`src/rtl/bcd_counter_7seg.sv`:
```
// DIGITS-wide cascaded BCD up/down counter with prescaler, wrap pulse and active-low 7-seg decode.
// Optional leading-zero blanking when BCD_COUNTER_7SEG_BLANK_EN is defined.

module bcd_digit (
  input  logic       clock,
  input  logic       reset,
  input  logic       clear,
  input  logic       en,
  input  logic       up_down,
  output logic [3:0] digit,
  output logic       term
);
  // term: this digit is at its rollover value for the current direction
  assign term = up_down ? (digit == 4'd9) : (digit == 4'd0);

  always_ff @(posedge clock) begin
    if (reset || clear)
      digit <= 4'd0;
    else if (en)
      digit <= up_down ? (term ? 4'd0 : digit + 4'd1)
                       : (term ? 4'd9 : digit - 4'd1);
  end
endmodule

module bcd_counter_7seg #(
  parameter int DIGITS     = 4,
  parameter int PRESCALE   = 50000000,
  parameter int PRESCALE_W = 26
) (
  input  logic                  clock,
  input  logic                  reset,
  input  logic                  ativador,
  input  logic                  up_down,
  input  logic                  clear,
  output logic [4*DIGITS-1:0]   bcd,
  output logic [7*DIGITS-1:0]   seg,
  output logic                  step,
  output logic                  clockOut
);
  localparam logic [PRESCALE_W-1:0] PRE_MAX = PRESCALE_W'(PRESCALE - 1);

  logic [PRESCALE_W-1:0] pre;
  logic                  tick;
  logic [DIGITS-1:0]     term;
  logic [DIGITS-1:0]     en;
  logic                  wrap;

  assign tick = ativador && (pre == PRE_MAX);

  // Carry/borrow reaches digit k only if every lower digit is at its rollover value
  always_comb begin
    en   = '0;
    wrap = tick;
    for (int k = 0; k < DIGITS; k++) begin
      en[k] = wrap;
      wrap  = wrap & term[k];
    end
  end

  always_ff @(posedge clock) begin
    if (reset || clear) begin
      pre      <= '0;
      step     <= 1'b0;
      clockOut <= 1'b0;
    end else begin
      if (ativador) pre <= tick ? '0 : pre + 1'b1;
      step     <= tick;
      clockOut <= wrap;
    end
  end

  for (genvar g = 0; g < DIGITS; g++) begin : g_digit
    bcd_digit u_digit (
      .clock   (clock),
      .reset   (reset),
      .clear   (clear),
      .en      (en[g]),
      .up_down (up_down),
      .digit   (bcd[4*g +: 4]),
      .term    (term[g])
    );
  end

  function automatic logic [6:0] dec7(input logic [3:0] d);
    case (d)
      4'd0:    dec7 = 7'b0000001;
      4'd1:    dec7 = 7'b1001111;
      4'd2:    dec7 = 7'b0010010;
      4'd3:    dec7 = 7'b0000110;
      4'd4:    dec7 = 7'b1001100;
      4'd5:    dec7 = 7'b0100100;
      4'd6:    dec7 = 7'b0100000;
      4'd7:    dec7 = 7'b0001111;
      4'd8:    dec7 = 7'b0000000;
      4'd9:    dec7 = 7'b0000100;
      default: dec7 = 7'b1111111;
    endcase
  endfunction

  always_comb begin
`ifdef BCD_COUNTER_7SEG_BLANK_EN
    logic lead;
    lead = 1'b1;
`endif
    seg = '1;
    for (int k = DIGITS - 1; k >= 0; k--) begin
      seg[7*k +: 7] = dec7(bcd[4*k +: 4]);
`ifdef BCD_COUNTER_7SEG_BLANK_EN
      // lead stays set while this digit and all above it are zero
      lead = lead & (bcd[4*k +: 4] == 4'd0);
      if (k > 0 && lead) seg[7*k +: 7] = 7'b1111111;
`endif
    end
  end
endmodule
```
`config.mk`:
```
export PLATFORM = sky130hd
export DESIGN_NAME = bcd_counter_7seg
export DESIGN_NICKNAME = d
export VERILOG_FILES = /design/src/rtl/bcd_counter_7seg.sv
export SDC_FILE = /design/constraint.sdc
export NUM_CORES = 1
export LEC_CHECK = 0
export BUFFER_PORTS_ARGS = -buffer_cell sky130_fd_sc_hd__buf_4
export CAP_MARGIN = 0
export CELL_PAD_IN_SITES_DETAIL_PLACEMENT = 1
export CELL_PAD_IN_SITES_GLOBAL_PLACEMENT = 2
export CORE_MARGIN = 10
export CORE_UTILIZATION = 33
export DETAILED_ROUTE_END_ITERATION = 7
export GPL_ROUTABILITY_DRIVEN = 0
export HOLD_SLACK_MARGIN = 0.06
export PLACE_DENSITY_LB_ADDON = 0.1
export SKIP_LAST_GASP = 1
export SLEW_MARGIN = 20
export SYNTH_ARGS = -nofsm -noshare
export SYNTH_HDL_FRONTEND = slang
export SYNTH_HIERARCHICAL = 1
export SYNTH_SLANG_ARGS = --single-unit
```
`constraint.sdc`:
```
create_clock -name clock -period 3.05 [get_ports clock]
set_input_delay 0.305 -clock clock [delete_from_list [all_inputs] [get_ports clock]]
set_output_delay 0.305 -clock clock [all_outputs]
set_load 0.1 [all_outputs]
```
After elaboration in Yosys (flattened, before gate mapping)
Memories as Yosys holds them, arrays and structs flattened. A register that Yosys moved wholly into a read port is not among the register bits.
Cells that the tools add are included.
{"block": "totals", "register_bits": 44, "in_bits": 5, "elab_cells": 60, "mem_count": 4, "romBits": 448}
{"block": "classes", "n_eq_ne": 5, "add_sub_neg": 9, "muxes": 25, "bitwise_logic": 4, "reduce_logical": 6}
{"memory": "(name not given)", "words": 16, "word_bits": 7, "read_ports": 1, "rd_clocked_by_memory_dff": 1, "wr": 0, "line_no": "85", "source": "case (d)"}
{"memory": "(name not given)", "words": 16, "word_bits": 7, "read_ports": 1, "rd_clocked_by_memory_dff": 1, "wr": 0, "line_no": "85"}
{"memory": "(name not given)", "words": 16, "word_bits": 7, "read_ports": 1, "rd_clocked_by_memory_dff": 1, "wr": 0, "line_no": "85"}
{"memory": "(name not given)", "words": 16, "word_bits": 7, "read_ports": 1, "rd_clocked_by_memory_dff": 1, "wr": 0, "line_no": "85"}
{"op": "2-to-1 mux 4 bit", "n": 20}
{"op": "adder 26 x 1 -> 26 bit (second input constant)", "n": 1}
{"op": "== test 26 bit (second input constant)", "n": 1}
{"op": "2-to-1 mux 26 bit", "n": 1}
{"op": "adder 4 x 1 -> 4 bit (second input constant)", "n": 4}
{"op": "== test 4 bit (second input constant)", "n": 4}
{"op": "zero test 4 bit", "n": 4}
{"op": "subtractor 4 x 1 -> 4 bit (second input constant)", "n": 4}
{"op": "bitwise AND 1 bit", "n": 4}
{"op": "2-to-1 mux 1 bit", "n": 4}
{"op": "logical AND 1 bit", "n": 1}
{"op": "logical OR 1 bit", "n": 1}

Depth between registers and ports, before layout
{"block": "depth", "word_depth": 7, "ltp_mapped": 11, "depth_no_buf": 10}

Modules after synthesis
The synthesis kept the hierarchy.
{"mod": "bcd_counter_7seg", "cells_each": 287, "instances": 1, "area_per_inst_um2": 2172.1}
{"mod": "bcd_digit", "cells_each": 45, "instances": 4, "area_per_inst_um2": 372.9}

Least setup slack after synthesis
OpenSTA, ideal clock, no wires.
{"block": "synth_path", "kind": "flip-flop to output port", "startpoint": "register g_digit[1].u_digit/digit[1] (netlist name)", "endpoint": "output port seg[12]", "arrival_time_ns": 3.521, "slack_ns": -0.776, "required_time_ns": 2.745, "path_stages_with_launch": 3, "path_cell_list": "dfxtp_1 > inv_1 > o21ai_0"}
{"item": "to (decl)", "line_no": "36", "source": "output logic [7*DIGITS-1:0] seg,"}

Worst setup path after layout
{"block": "layout_path", "startpoint": "register pre[7]", "endpoint": "register g_digit[3].u_digit.digit[3]"}
{"block": "layout_via", "elab_chain_len": 5}
{"item": "from (decl)", "line_no": "42", "source": "logic [PRESCALE_W-1:0] pre;"}
{"item": "from (signal assigned)", "line_no": "66", "source": "if (ativador) pre <= tick ? '0 : pre + 1'b1;"}
{"item": "== test 26 bit", "line_no": "48", "source": "assign tick = ativador && (pre == PRE_MAX);"}
{"item": "logical AND 1 bit", "line_no": "48"}
{"item": "named net en[0]", "line_no": "45", "source": "logic [DIGITS-1:0] en;"}
{"item": "bitwise AND 1 bit (3 in a row)", "line_no": "56", "source": "wrap = wrap & term[k];"}
{"item": "named net en[3]", "line_no": "45"}
{"item": "to (signal assigned)", "line_no": "20", "source": "digit <= up_down ? (term ? 4'd0 : digit + 4'd1)"}
{"item": "to (decl)", "line_no": "10", "source": "output logic [3:0] digit,"}
The timed path passes the listed nets, and every way through them passes these cells.
A chain may end at the register's enable or synchronous reset.

==> reports/qor.yml <==
port_buffers: 50
core_um2: 10800
synth.most_common_cell: "nor2_1"
critPathArrivalTime_ns: 2.95
use_met3: 0.0215
grt_first_pass_wirelength_um: 16900
cp_max_fo: 9
crit_start: "pre[7]$_SDFFE_PP0P_"
htreeDepth: 2
synth-seq-cells: 44
maxSlewViolCount: 0
syn_inst: 467
dr.first_iter.drc_count: 184
ys.flop_type: "dfxtp_1"
initial_core_util: 0.338
crit_path_max_incr_delay_ns: 0.57
grt_pass1_vias: 3477
fin_nets: 546
synth_top_area_frac: 0.240
power.density_nw_per_um2: 238
cp-start-kind: "flop"
ctsResizeCount: 0
dieArea_um2: 15700
crit_required_ns: 3.28
vias: 3502
synthArstFlopShare: 0
max_freq_mhz: 368
crit_buf_inv: 0
synth.area.top_cells: "dfxtp_1 (24%), ha_1 (11%), a21oi_1 (5.7%)"
dr.pass1.iters: 4
seq_area_frac_synth: 0.240
holdBufCountCts: 0
cts.sinks: 44
worst_slew_pin_slew_ns: 0.711
syn-num-nets: 505
avgSynthCellArea_um2: 7.84
syn_to_final_growth_pct: 17.2
cts_tree: "yes"
antenna_cells: 0
clk_pin_slew_ns: 0.09
regToRegStartpoint: "pre[7]$_SDFFE_PP0P_"
io_pins: 51
drive_gt1_frac: 0.230
chipHeight_um: 125
synthTopCellsByCount: "nor2_1 (49), dfxtp_1 (44), a21oi_1 (42)"
postRouteAntennaNets: 0
drt-total-wl_um: 9910
drt-vias-per-instance: 5.40
dp_hpwl_um: 7280
grt_max_degree: 37
finalSetupTns_ns: 0
finalCriticalPeriod_ns: 2.71
drc: 0
skew_ns: 0.00898
clk_latency_ns: 0.30
p_total_uw: 1020
synth_area_leader_cell: "dfxtp_1"
hp-class: "in2reg"
cap_violations: 0
crit_type: "reg2reg"
hold_start: "reset"
overflow: 0
finalCritPeriodShare: 0.890
cts_root_buf: "clkbuf_8"
path_cells: "or4_1 > or4_4 > nor3_4 > and3_1 > nand4b_1 > nor3_1 > a211oi_1 > a21boi_0"
setup_viol: 0
worst_setup_path_end_kind: "flop"
grt-busiest-layer: "met2"
worst_path_max_delay_cell: "or4_4"
rsz0062_at_grt: "no"
final_core_util: 0.396
synth_warnings: 6
slew_headroom: 0.526
p_leak_uw: 0.00160
synth_cell_types: 49
synth_enable_flop_cells: 0
die_w_um: 125
antenna_found_initial: 0
status: "finished, final reports clean"
numCtsBuffers: 5
met1_usage: 0.150
critPathTopFamily: "simple AND/OR/NAND/NOR gates"
core.rowCount: 38
grt_use_total: 0.122
hold_violations: 0
cts_buffer_depth: 2
grtUsageMet2: 0.214
post_drt_wl_per_cell_um: 15.3
synth_area_um2: 3660
cts_setup_buffers: 0
peakVddDrop_mv: 0.161
[per-stage QoR]
stage          worst slack (ns)  instances  hold slack (ns)  cell area (um2)
2_1_floorplan            -0.283        467            0.382             3750
3_3_place_gp              0.367        641            0.470             4200
3_5_place_dp              0.330        641            0.477             4200
4_1_cts                   0.306        649            0.231             4290
5_1_grt                   0.118        649            0.226             4290
6_report                  0.336        649            0.242             4290
[flip-flops by register name, indices dropped and copies added, names as in the netlist]
signal	cells
clockOut	1
g_digit.u_digit/digit	16
step	1
pre	26
[area by class of cell]
type | count | area (um2)
clock buffers | 7 | 86.3
clock inverters | 1 | 7.51
fillers | 1351 | 6550
inverters | 27 | 101
multi-input cells | 369 | 2580
flip-flops and latches | 44 | 881
well taps | 140 | 175
repair buffers | 61 | 458
[cell usage in the layout, fill, tap and decap left out, drive strengths merged, types with 5 or more instances in the layout]
cell type / count
a211oi: 8
or2: 6
ha: 33
buf: 61
a31oi: 6
o21ba: 5
and3: 6
nor2: 49
or3: 9
nand4: 10
nand2: 26
nor2b: 6
xor2: 9
nand3: 17
inv: 27
a21boi: 6
xnor2: 7
a21oi: 46
nor3: 6
or4: 7
nand2b: 13
clkbuf: 7
o21ai: 28
and2: 10
dfxtp: 44
o31ai: 9
[logic make-up (layout without fill, tap and decap cells)]
group,Yosys count,after routing,share of synthesized area
buf+inv,54,96,0.0782
simple gates,187,187,0.285
compound gates,132,132,0.242
flops,44,44,0.240
xor+xnor,16,16,0.0383
fa+ha+maj,33,33,0.113
mux,1,1,0.00273
[routing by layer]
layer	wire length, um	vias up
met5	0	-
met4	67	0
met3	260	5
met2	4840	30
met1	4740	1709
li1	-	1758
[report_power, final]
group	leakage, uW	total [uW]	internal, uW	switching, uW
sequential	0.000354	575	575	0.807
combinational	0.00120	52.3	20.8	31.5
clock	0.0000445	396	185	211
[final timing paths]
kind / endpoint / slack, ns / cells past startpoint
worst max-delay path: g_digit[3].u_digit/digit[3]$_SDFFE_PP0P_ / 0.34 / 8
worst min-delay path: pre[6]$_SDFFE_PP0P_ / 0.24 / 2
worst max register to register: g_digit[3].u_digit/digit[3]$_SDFFE_PP0P_ / 0.34 / 8
worst min register to register: pre[25]$_SDFFE_PP0P_ / 0.50 / 2
[worst reg2reg max path, stage by stage (launching register included)]
cell	delay, ns
dfxtp_1	0.35
or4_1	0.52
or4_4	0.57
nor3_4	0.28
and3_1	0.38
nand4b_1	0.14
nor3_1	0.19
a211oi_1	0.06
a21boi_0	0.17
Power figures use the tool's default switching activity.
